`config.mk`:
```
export PLATFORM = sky130hd
export DESIGN_NAME = openofdm_tx_psdu_framer
export DESIGN_NICKNAME = d
export VERILOG_FILES = /design/src/rtl/openofdm_tx_psdu_framer.sv
export SDC_FILE = /design/constraint.sdc
export NUM_CORES = 1
export LEC_CHECK = 0
export BUFFER_PORTS_ARGS = -buffer_cell sky130_fd_sc_hd__buf_4
export CAP_MARGIN = 20
export CORE_ASPECT_RATIO = 1.4
export CORE_MARGIN = 3
export CORE_UTILIZATION = 40
export DETAILED_ROUTE_END_ITERATION = 16
export SYNTH_ARGS = -nofsm -noshare
export SYNTH_HDL_FRONTEND = slang
export SYNTH_SLANG_ARGS = --single-unit
```
`constraint.sdc`:
```
create_clock -name s00_axi_aclk -period 3.8 [get_ports s00_axi_aclk]
set_input_delay 0.19 -clock s00_axi_aclk [delete_from_list [all_inputs] [get_ports s00_axi_aclk]]
set_output_delay 0.19 -clock s00_axi_aclk [all_outputs]
set_load 0.02 [all_outputs]
```
`src/rtl/openofdm_tx_psdu_framer.sv`:
```
// TX PSDU framer: pulls payload bytes, appends the CRC-32 FCS and streams the PSDU to the encoder.
// Optional state history register is built when OPENOFDM_TX_STATE_HISTORY_EN is defined.
module openofdm_tx_psdu_framer #(
  parameter int unsigned UNDERRUN_LIMIT = 1024,
  parameter int unsigned MAX_PKT_LEN    = 4095
) (
  input  logic        s00_axi_aclk,
  input  logic        s00_axi_aresetn,
  input  logic        start,
  input  logic        abort,
  input  logic [7:0]  pkt_rate_in,
  input  logic [15:0] pkt_len_in,
  input  logic [7:0]  byte_in,
  input  logic        byte_in_valid,
  output logic        byte_in_ready,
  output logic [7:0]  byte_out,
  output logic        byte_out_valid,
  input  logic        byte_out_ready,
  output logic        tx_busy,
  output logic        pkt_header_valid,
  output logic        pkt_header_valid_strobe,
  output logic [7:0]  pkt_rate,
  output logic [15:0] pkt_len,
  output logic [15:0] byte_count,
  output logic        fcs_out_strobe,
  output logic        err_strobe,
  output logic [1:0]  err_code,
  output logic [3:0]  state,
  output logic        state_changed,
  output logic [31:0] state_history
);

  typedef enum logic [3:0] {
    IDLE    = 4'd0,
    HEADER  = 4'd1,
    PAYLOAD = 4'd2,
    FCS     = 4'd3,
    DONE    = 4'd4,
    ERR     = 4'd5
  } state_t;

  localparam int unsigned UW      = $clog2(UNDERRUN_LIMIT + 1);
  localparam logic [15:0] MAX_LEN = 16'(MAX_PKT_LEN);
  localparam logic [UW-1:0] UR_LAST = UW'(UNDERRUN_LIMIT - 1);

  state_t        st;
  logic [31:0]   crc;
  logic [15:0]   taken;
  logic [2:0]    fcs_loaded;
  logic [UW-1:0] ur_cnt;
  logic [15:0]   payload_len;
  logic          free, in_hs, out_hs, last_in, abort_now;
  logic [7:0]    fcs_byte;

  function automatic logic [31:0] crc32_byte(input logic [31:0] c, input logic [7:0] d);
    logic [31:0] r;
    r = c;
    for (int unsigned i = 0; i < 8; i++)
      r = (r[0] ^ d[i]) ? ((r >> 1) ^ 32'hEDB88320) : (r >> 1);
    return r;
  endfunction

  assign free          = !byte_out_valid || byte_out_ready;
  assign payload_len   = pkt_len - 16'd4;
  assign byte_in_ready = (st == PAYLOAD) && free && (taken < payload_len);
  assign in_hs         = byte_in_ready && byte_in_valid;
  assign out_hs        = byte_out_valid && byte_out_ready;
  assign last_in       = ((taken + 16'd1) == payload_len);
  assign abort_now     = abort && (st inside {HEADER, PAYLOAD, FCS, DONE});
  assign tx_busy       = (st != IDLE);
  assign state         = st;

  always_comb begin
    fcs_byte = '0;
    case (fcs_loaded[1:0])
      2'd0:    fcs_byte = ~crc[7:0];
      2'd1:    fcs_byte = ~crc[15:8];
      2'd2:    fcs_byte = ~crc[23:16];
      default: fcs_byte = ~crc[31:24];
    endcase
  end

  always_ff @(posedge s00_axi_aclk) begin
    if (!s00_axi_aresetn) begin
      st                      <= IDLE;
      crc                     <= '1;
      taken                   <= '0;
      fcs_loaded              <= '0;
      ur_cnt                  <= '0;
      byte_out                <= '0;
      byte_out_valid          <= 1'b0;
      pkt_header_valid        <= 1'b0;
      pkt_header_valid_strobe <= 1'b0;
      pkt_rate                <= '0;
      pkt_len                 <= '0;
      byte_count              <= '0;
      fcs_out_strobe          <= 1'b0;
      err_strobe              <= 1'b0;
      err_code                <= '0;
      state_changed           <= 1'b0;
    end else begin
      pkt_header_valid_strobe <= 1'b0;
      fcs_out_strobe          <= 1'b0;
      err_strobe              <= 1'b0;
      state_changed           <= 1'b0;
      if (out_hs) byte_count <= byte_count + 16'd1;

      if (abort_now) begin
        st             <= ERR;
        err_code       <= 2'd3;
        err_strobe     <= 1'b1;
        byte_out_valid <= 1'b0;
        state_changed  <= 1'b1;
      end else begin
        case (st)
          IDLE: begin
            if (start) begin
              pkt_rate      <= pkt_rate_in;
              pkt_len       <= pkt_len_in;
              byte_count    <= '0;
              err_code      <= '0;
              state_changed <= 1'b1;
              if (pkt_len_in < 16'd5 || pkt_len_in > MAX_LEN) begin
                st         <= ERR;
                err_code   <= 2'd1;
                err_strobe <= 1'b1;
              end else begin
                st                      <= HEADER;
                pkt_header_valid        <= 1'b1;
                pkt_header_valid_strobe <= 1'b1;
              end
            end
          end
          HEADER: begin
            st            <= PAYLOAD;
            state_changed <= 1'b1;
            crc           <= '1;
            taken         <= '0;
            fcs_loaded    <= '0;
            ur_cnt        <= '0;
          end
          PAYLOAD: begin
            if (in_hs) begin
              byte_out       <= byte_in;
              byte_out_valid <= 1'b1;
              crc            <= crc32_byte(crc, byte_in);
              taken          <= taken + 16'd1;
              ur_cnt         <= '0;
              if (last_in) begin
                st            <= FCS;
                state_changed <= 1'b1;
              end
            end else begin
              if (out_hs) byte_out_valid <= 1'b0;
              // Starvation only counts while we are actually willing to take a byte.
              if (byte_in_ready) begin
                if (ur_cnt == UR_LAST) begin
                  st             <= ERR;
                  err_code       <= 2'd2;
                  err_strobe     <= 1'b1;
                  byte_out_valid <= 1'b0;
                  state_changed  <= 1'b1;
                end else begin
                  ur_cnt <= ur_cnt + UW'(1);
                end
              end
            end
          end
          FCS: begin
            if (free && fcs_loaded != 3'd4) begin
              byte_out       <= fcs_byte;
              byte_out_valid <= 1'b1;
              fcs_loaded     <= fcs_loaded + 3'd1;
            end else if (out_hs) begin
              byte_out_valid <= 1'b0;
              if (fcs_loaded == 3'd4) begin
                st             <= DONE;
                fcs_out_strobe <= 1'b1;
                state_changed  <= 1'b1;
              end
            end
          end
          DONE: begin
            st               <= IDLE;
            pkt_header_valid <= 1'b0;
            state_changed    <= 1'b1;
          end
          ERR: begin
            st               <= IDLE;
            pkt_header_valid <= 1'b0;
            byte_out_valid   <= 1'b0;
            state_changed    <= 1'b1;
          end
          default: begin
            st            <= IDLE;
            state_changed <= 1'b1;
          end
        endcase
      end
    end
  end

`ifdef OPENOFDM_TX_STATE_HISTORY_EN
  always_ff @(posedge s00_axi_aclk) begin
    if (!s00_axi_aresetn) state_history <= '0;
    else if (state_changed) state_history <= {state_history[27:0], state};
  end
`else
  assign state_history = '0;
`endif

endmodule

```
; Word level (Yosys, flattened, before mapping)
; Cells that the tools add are included.
[word_totals]
out_inout_bits = 94
word_cells = 183
register_bits = 122
inputBits = 38
[op_classes]
mux = 69
n_bitwise = 25
addsub = 5
order_cmp = 3
n_reduce_logical = 32
eq_ne = 32
[op_table]
columns = op, count
row1 = $mux W32, 9
row2 = $not A13 Y14, 8
row3 = $mux W16, 5
row4 = $pmux W32 S2, 1
row5 = $mux W11, 3
row6 = $add A16 B1 Y16 const B, 2
row7 = $mux W4, 8
row8 = $not A8 Y8, 4
row9 = $pmux W16 S2, 1
row10 = $ne A3 B3 Y1 const B, 9
row11 = $pmux W8 S3, 1
row12 = $mux W1, 22
row13 = $pmux W11 S2, 1
row14 = $eq A16 B16 Y1, 1
row15 = $gt A16 B12 Y1 const B, 1
row16 = $lt A16 B16 Y1, 1
row17 = $lt A16 B3 Y1 const B, 1
row18 = $mux W8, 2
row19 = $pmux W4 S4, 1
row20 = $pmux W8 S2, 1
row21 = $sub A16 B3 Y16 const B, 1
row22 = $reduce_and A7 Y1, 2
row23 = $reduce_and A4 Y1, 3
row24 = $add A11 B1 Y11 const B, 1
row25 = other kinds (34), 77

; Depth between registers and ports, before layout
[logic_depth]
ltp_word = 18
mapped_depth = 19
mapped_depth_nobuf = 14

; Worst setup path before layout
; No wires, ideal clock.
[synth_path]
path_kind = reg2reg
startpoint = reg pkt_len[2]
endpoint = reg ur_cnt[3]
slack_ns = 0.118
setup_ns = 0.059
arrival_time_ns = 3.623
stages_incl_launch_ff = 17
required_ns = 3.741
period_less_slack_ns = 3.682
cell_sequence = dfxtp_1 > buf_2 > inv_1 > ha_1 > or3b_4 > or3_1 > xor2_1 > ha_1 > nand4_1 > a2111o_1 > nand4_1 > buf_2 > o21ai_1 > or3_1 > clkbuf_1 > or3b_1 > nand2_1
[synth_between]
elab_chain_cells = 6
[synth_rtl]
columns = element, line
row1 = "start, declared", 23  ; output logic [15:0] pkt_len,
row2 = "start signal, assigned", 119  ; pkt_len <= pkt_len_in;
row3 = $sub A16 B3 Y16 *, 64  ; assign payload_len = pkt_len - 16'd4;
row4 = $lt A16 B16 Y1 *, 65  ; assign byte_in_ready = (st == PAYLOAD) && free && (taken < payload_len);
row5 = $logic_and A1 B1 Y1 *, 65
row6 = $logic_and A1 B1 Y1, 66  ; assign in_hs = byte_in_ready && byte_in_valid;
row7 = $ne A3 B3 Y1 (no source line) or $mux W11 (tied branches), --
row8 = $reduce_and A4 Y1 (no source line) or $pmux W11 S2 (tied branches), --
row9 = "end signal, assigned", 164  ; ur_cnt <= ur_cnt + UW'(1);
row10 = "end, declared", 50  ; logic [UW-1:0] ur_cnt;
; Mark *: on every way between the ends. The rest lies on a longest branch, timed or not.
; A chain may end at the register's enable or synchronous reset.

; Worst setup path after layout
; Ends and elaborated chain as after synthesis.

==> metrics.md <==
| Metric | Value |
|---|---|
| Hold Path Cell Cnt | `3` |
| Post-DRT Antenna Nets | `0` |
| # fillers | `around 1800` |
| CTS root buffer | `clkbuf_16` |
| Layout overhead on the synthesized area | `18.9%` |
| Pins Over Slew Limit | `0` |
| Max incr delay on CP | `about 430 ps` |
| H-tree levels | `4` |
| DRC Markers | `0` |
| Hold WC Path Type | `in -> reg` |
| CTS tree | `done` |
| RSZ-0062 raised after global routing | `false` |
| FF+latch count, synth | `121` |
| Clock Sink Count | `between 100 and 150` |
| R2R Path End | `ur_cnt[3]` |
| Sequential share of the synthesized area | `32.1%` |
| Final instance area | `between 8000 and 9000 sq um` |
| Crit path kind | `reg -> reg` |
| Max Root-Sink Buffers | `2` |
| Share of layout cells above drive strength 1 | `roughly 16%` |
| CP max FO | `10` |
| Placed instance area | `around 8400 sq um` |
| Via/cell ratio | `roughly 5.2` |
| CTS buffer count | `17` |
| Startpoint types | `flip-flop` |
| Initial Util | `41.4%` |
| Cell row count | `58` |
| Yosys warns | `0` |
| Pwr/cell area | `between 500 and 600 nW/um^2` |
| Arrival time at the worst endpoint | `3900 ps` |
| DR iter-0 viols | `~440` |
| Final WS setup | `274 ps` |
| Async S/R FF share, synth | `0%` |
| Post-Syn Area | `7540 sq um` |
| Fin nets | `1091` |
| Reg-to-reg startpoint | `pkt_len[2]` |
| Tot GR Track Use | `approximately a fifth` |
| Die area | `between 20000 and 25000 sq um` |
| Total Routed Length | `between 15000 and 20000 microns` |
| Ys flop type | `dfxtp_1` |
| Diode count | `0` |
| Tot Pwr | `4.97 mW` |
| F_max | `284 MHz` |
| Status | `finished clean` |
| Gp weighted congestion | `~0.85` |
| Setup Skew | `around 10 ps` |
| Hold EP | `pkt_rate[0]` |
| Skew-Pair Late Insertion Delay | `430 ps` |
| Peak supply drop | `just under 0.0003 V` |
| I/O pin cnt | `132` |
| Die height | `between 150 and 200 microns` |
| Vias | `6644` |
| Syn Area/Cell | `between 8 and 9 sq um` |
| Setup-failing EPs final | `0` |
| Max stage delay cell, worst path | `or3b_4` |
| Worst slack, placed | `163 ps` |
| Gate Count Post-Synth | `around 940` |
| Crit path cell chain | `inv_1 > ha_1 > or3b_4 > or3_1 > xor2_1 > ha_1 > nand4_1 > nor2_1 > a22oi_1 > nand4_1 > buf_4 > and2_1 > or3_1 > or3b_1 > nand2_1` |
| Total grt overflow | `0` |
| HPWL Detailed | `roughly 14000 microns` |
| Worst-path clk slew | `roughly 60 ps` |
| # Max-Cap Violations | `0` |
| Hold Crit Start | `pkt_rate_in[0]` |
| Setup TNS | `0 ps` |
| Post-synth EDFFs | `0` |
| Antenna violations before repair | `0` |
| Lkg Pwr | `about 3.6 nW` |
| Input/output buffers | `98` |
| Fin util | `49.3%` |
| Final min period | `roughly 3500 ps` |
| Detailed-router iteration count before antenna repair | `4` |
| Core Area | `~18000 sq um` |
| WL/cell | `approximately 15 microns` |
| Largest net degree at the start of global routing | `58` |
| Die width | `approximately 120 microns` |
| Max transition margin | `approximately two fifths` |
| Post-synth cell types | `66` |
| Data required, critical path | `between 4000 and 5000 ps` |
| Worst reg-to-reg path cell count | `15` |
| First-pass GRT wire length | `32000 microns` |
| Crit share post-route | `92.8%` |
| Fin. Hold Viols | `0` |
| Worst slew pin tran | `between 900 and 1000 ps` |
| Reg-to-reg setup timing slack | `approximately 270 ps` |
| Number of global-route vias before repair | `between 6000 and 7000` |
| Crit end category | `flip-flop` |
[worst max-delay path by stage]
stage	start	to	slack, ps	cells past startpoint
floorplan	pkt_len[2]	ur_cnt[3]	120	16
finish	pkt_len[2]	ur_cnt[3]	270	15
detailed placement	pkt_len[2]	byte_out[2]	160	16
global route	pkt_len[2]	taken[6]	40	14
CTS	pkt_len[2]	byte_out[2]	140	16
global placement	pkt_len[2]	byte_out[7]	250	16
[state kept, by name (all words and copies together), names as in the netlist, 8 cells and up]
| signal | flops |
|---|---|
| byte_out | 8 |
| taken | 16 |
| pkt_rate | 8 |
| crc | 32 |
| ur_cnt | 11 |
| byte_count | 16 |
| pkt_len | 16 |
[worst max-delay path, delay by kind of cell, from the launching register on]
family,cells,cell delay (ps)
adder cells (fa/ha/maj),2,470
XOR/XNOR,1,160
AO/OA/AOI/OAI,1,130
buffers and inverters,2,260
flip-flops,1,310
AND/OR/NAND/NOR,9,2130
[metal layers]
layer  track usage, %  vias up  share of wire (%)
li1                 -     3380                  -
met1             23.1     3093                 44
met2             33.5      144                 50
met3             4.24       27                4.2
met4             6.73        0                2.1
met5                0        -                  0
[cell usage in the layout (no fill, tap or decap), types with 27 or more instances in the layout]
cell	synthesis	routed
o21ai_1	33	32
nor2_1	77	77
conb_1	1	33
a21boi_0	27	27
nand2_1	108	108
nor3_1	54	54
xor2_1	30	30
buf_4	34	118
inv_1	29	29
dfxtp_1	121	121
xnor2_1	89	89
o21ai_0	32	32
[where the power goes]
group / internal [mW] / switching [mW]
Clock: 0.830 / 0.625
Combinational: 0.826 / 1.18
Sequential: 1.38 / 0.124
Total: 3.04 / 1.93
[per-stage QoR]
step / cells / hold WS (ps)
after floorplan: 971 / 335
after global placement: 1249 / 434
after detailed placement: 1249 / 430
after CTS: 1281 / 11.5
after global routing: 1281 / 28.0
final: 1281 / 20.1
[synthesized netlist by cell type, types with 5 or more instances]
cell type	number	area, sq um
and3_1	9	56.3
nor3_1	54	270
buf_2	14	70.1
xor2_1	30	263
nand4b_1	6	52.6
nand3_1	25	125
or3_1	8	50.1
o211ai_1	7	52.6
nand2b_1	6	37.5
nor4_1	9	56.3
a21oi_1	23	115
and2_1	6	37.5
o22ai_1	7	43.8
o21ai_0	32	160
xnor2_1	89	780
or4_1	5	37.5
a31oi_1	7	43.8
a21boi_0	27	203
inv_1	29	109
a21boi_1	12	90.1
buf_4	34	255
nor2b_1	11	68.8
ha_1	25	313
o21ai_1	33	165
o21a_1	9	67.6
o31ai_1	5	37.5
nor2_1	77	289
o211a_1	11	110
a211oi_1	6	45.0
nand4_1	13	81.3
nand2_1	108	405
dfxtp_1	121	2420
clkbuf_1	34	128
[final cells by class]
cell class | count | area [sq um] | share of cell area, %
Tap cell | 240 | 300 | 3.35
Sequential cell | 121 | 2420 | 27.0
Inverter | 29 | 109 | 1.21
Clock buffer | 17 | 425 | 4.74
Timing Repair Buffer | 120 | 926 | 10.3
Clock inverter | 15 | 104 | 1.16
Multi-Input combinational cell | 739 | 4690 | 52.2
[cell families after synthesis]
family,Yosys count,share of synthesized area [%]
AO/OA/AOI/OAI,198,17.5
XOR/XNOR,125,15.4
adder cells (fa/ha/maj),25,4.15
buffers and inverters,111,7.45
flip-flops,121,32.1
multiplexers,1,0.133
other,1,0.0497
AND/OR/NAND/NOR,357,23.3
[timing repair]
item,4_1_cts,5_1_grt
resized for setup,0,2
hold buffers,0,0
endpoints found under the setup margin,0,9
setup buffers,0,0
No activity file was read; power rests on OpenSTA's default activity.
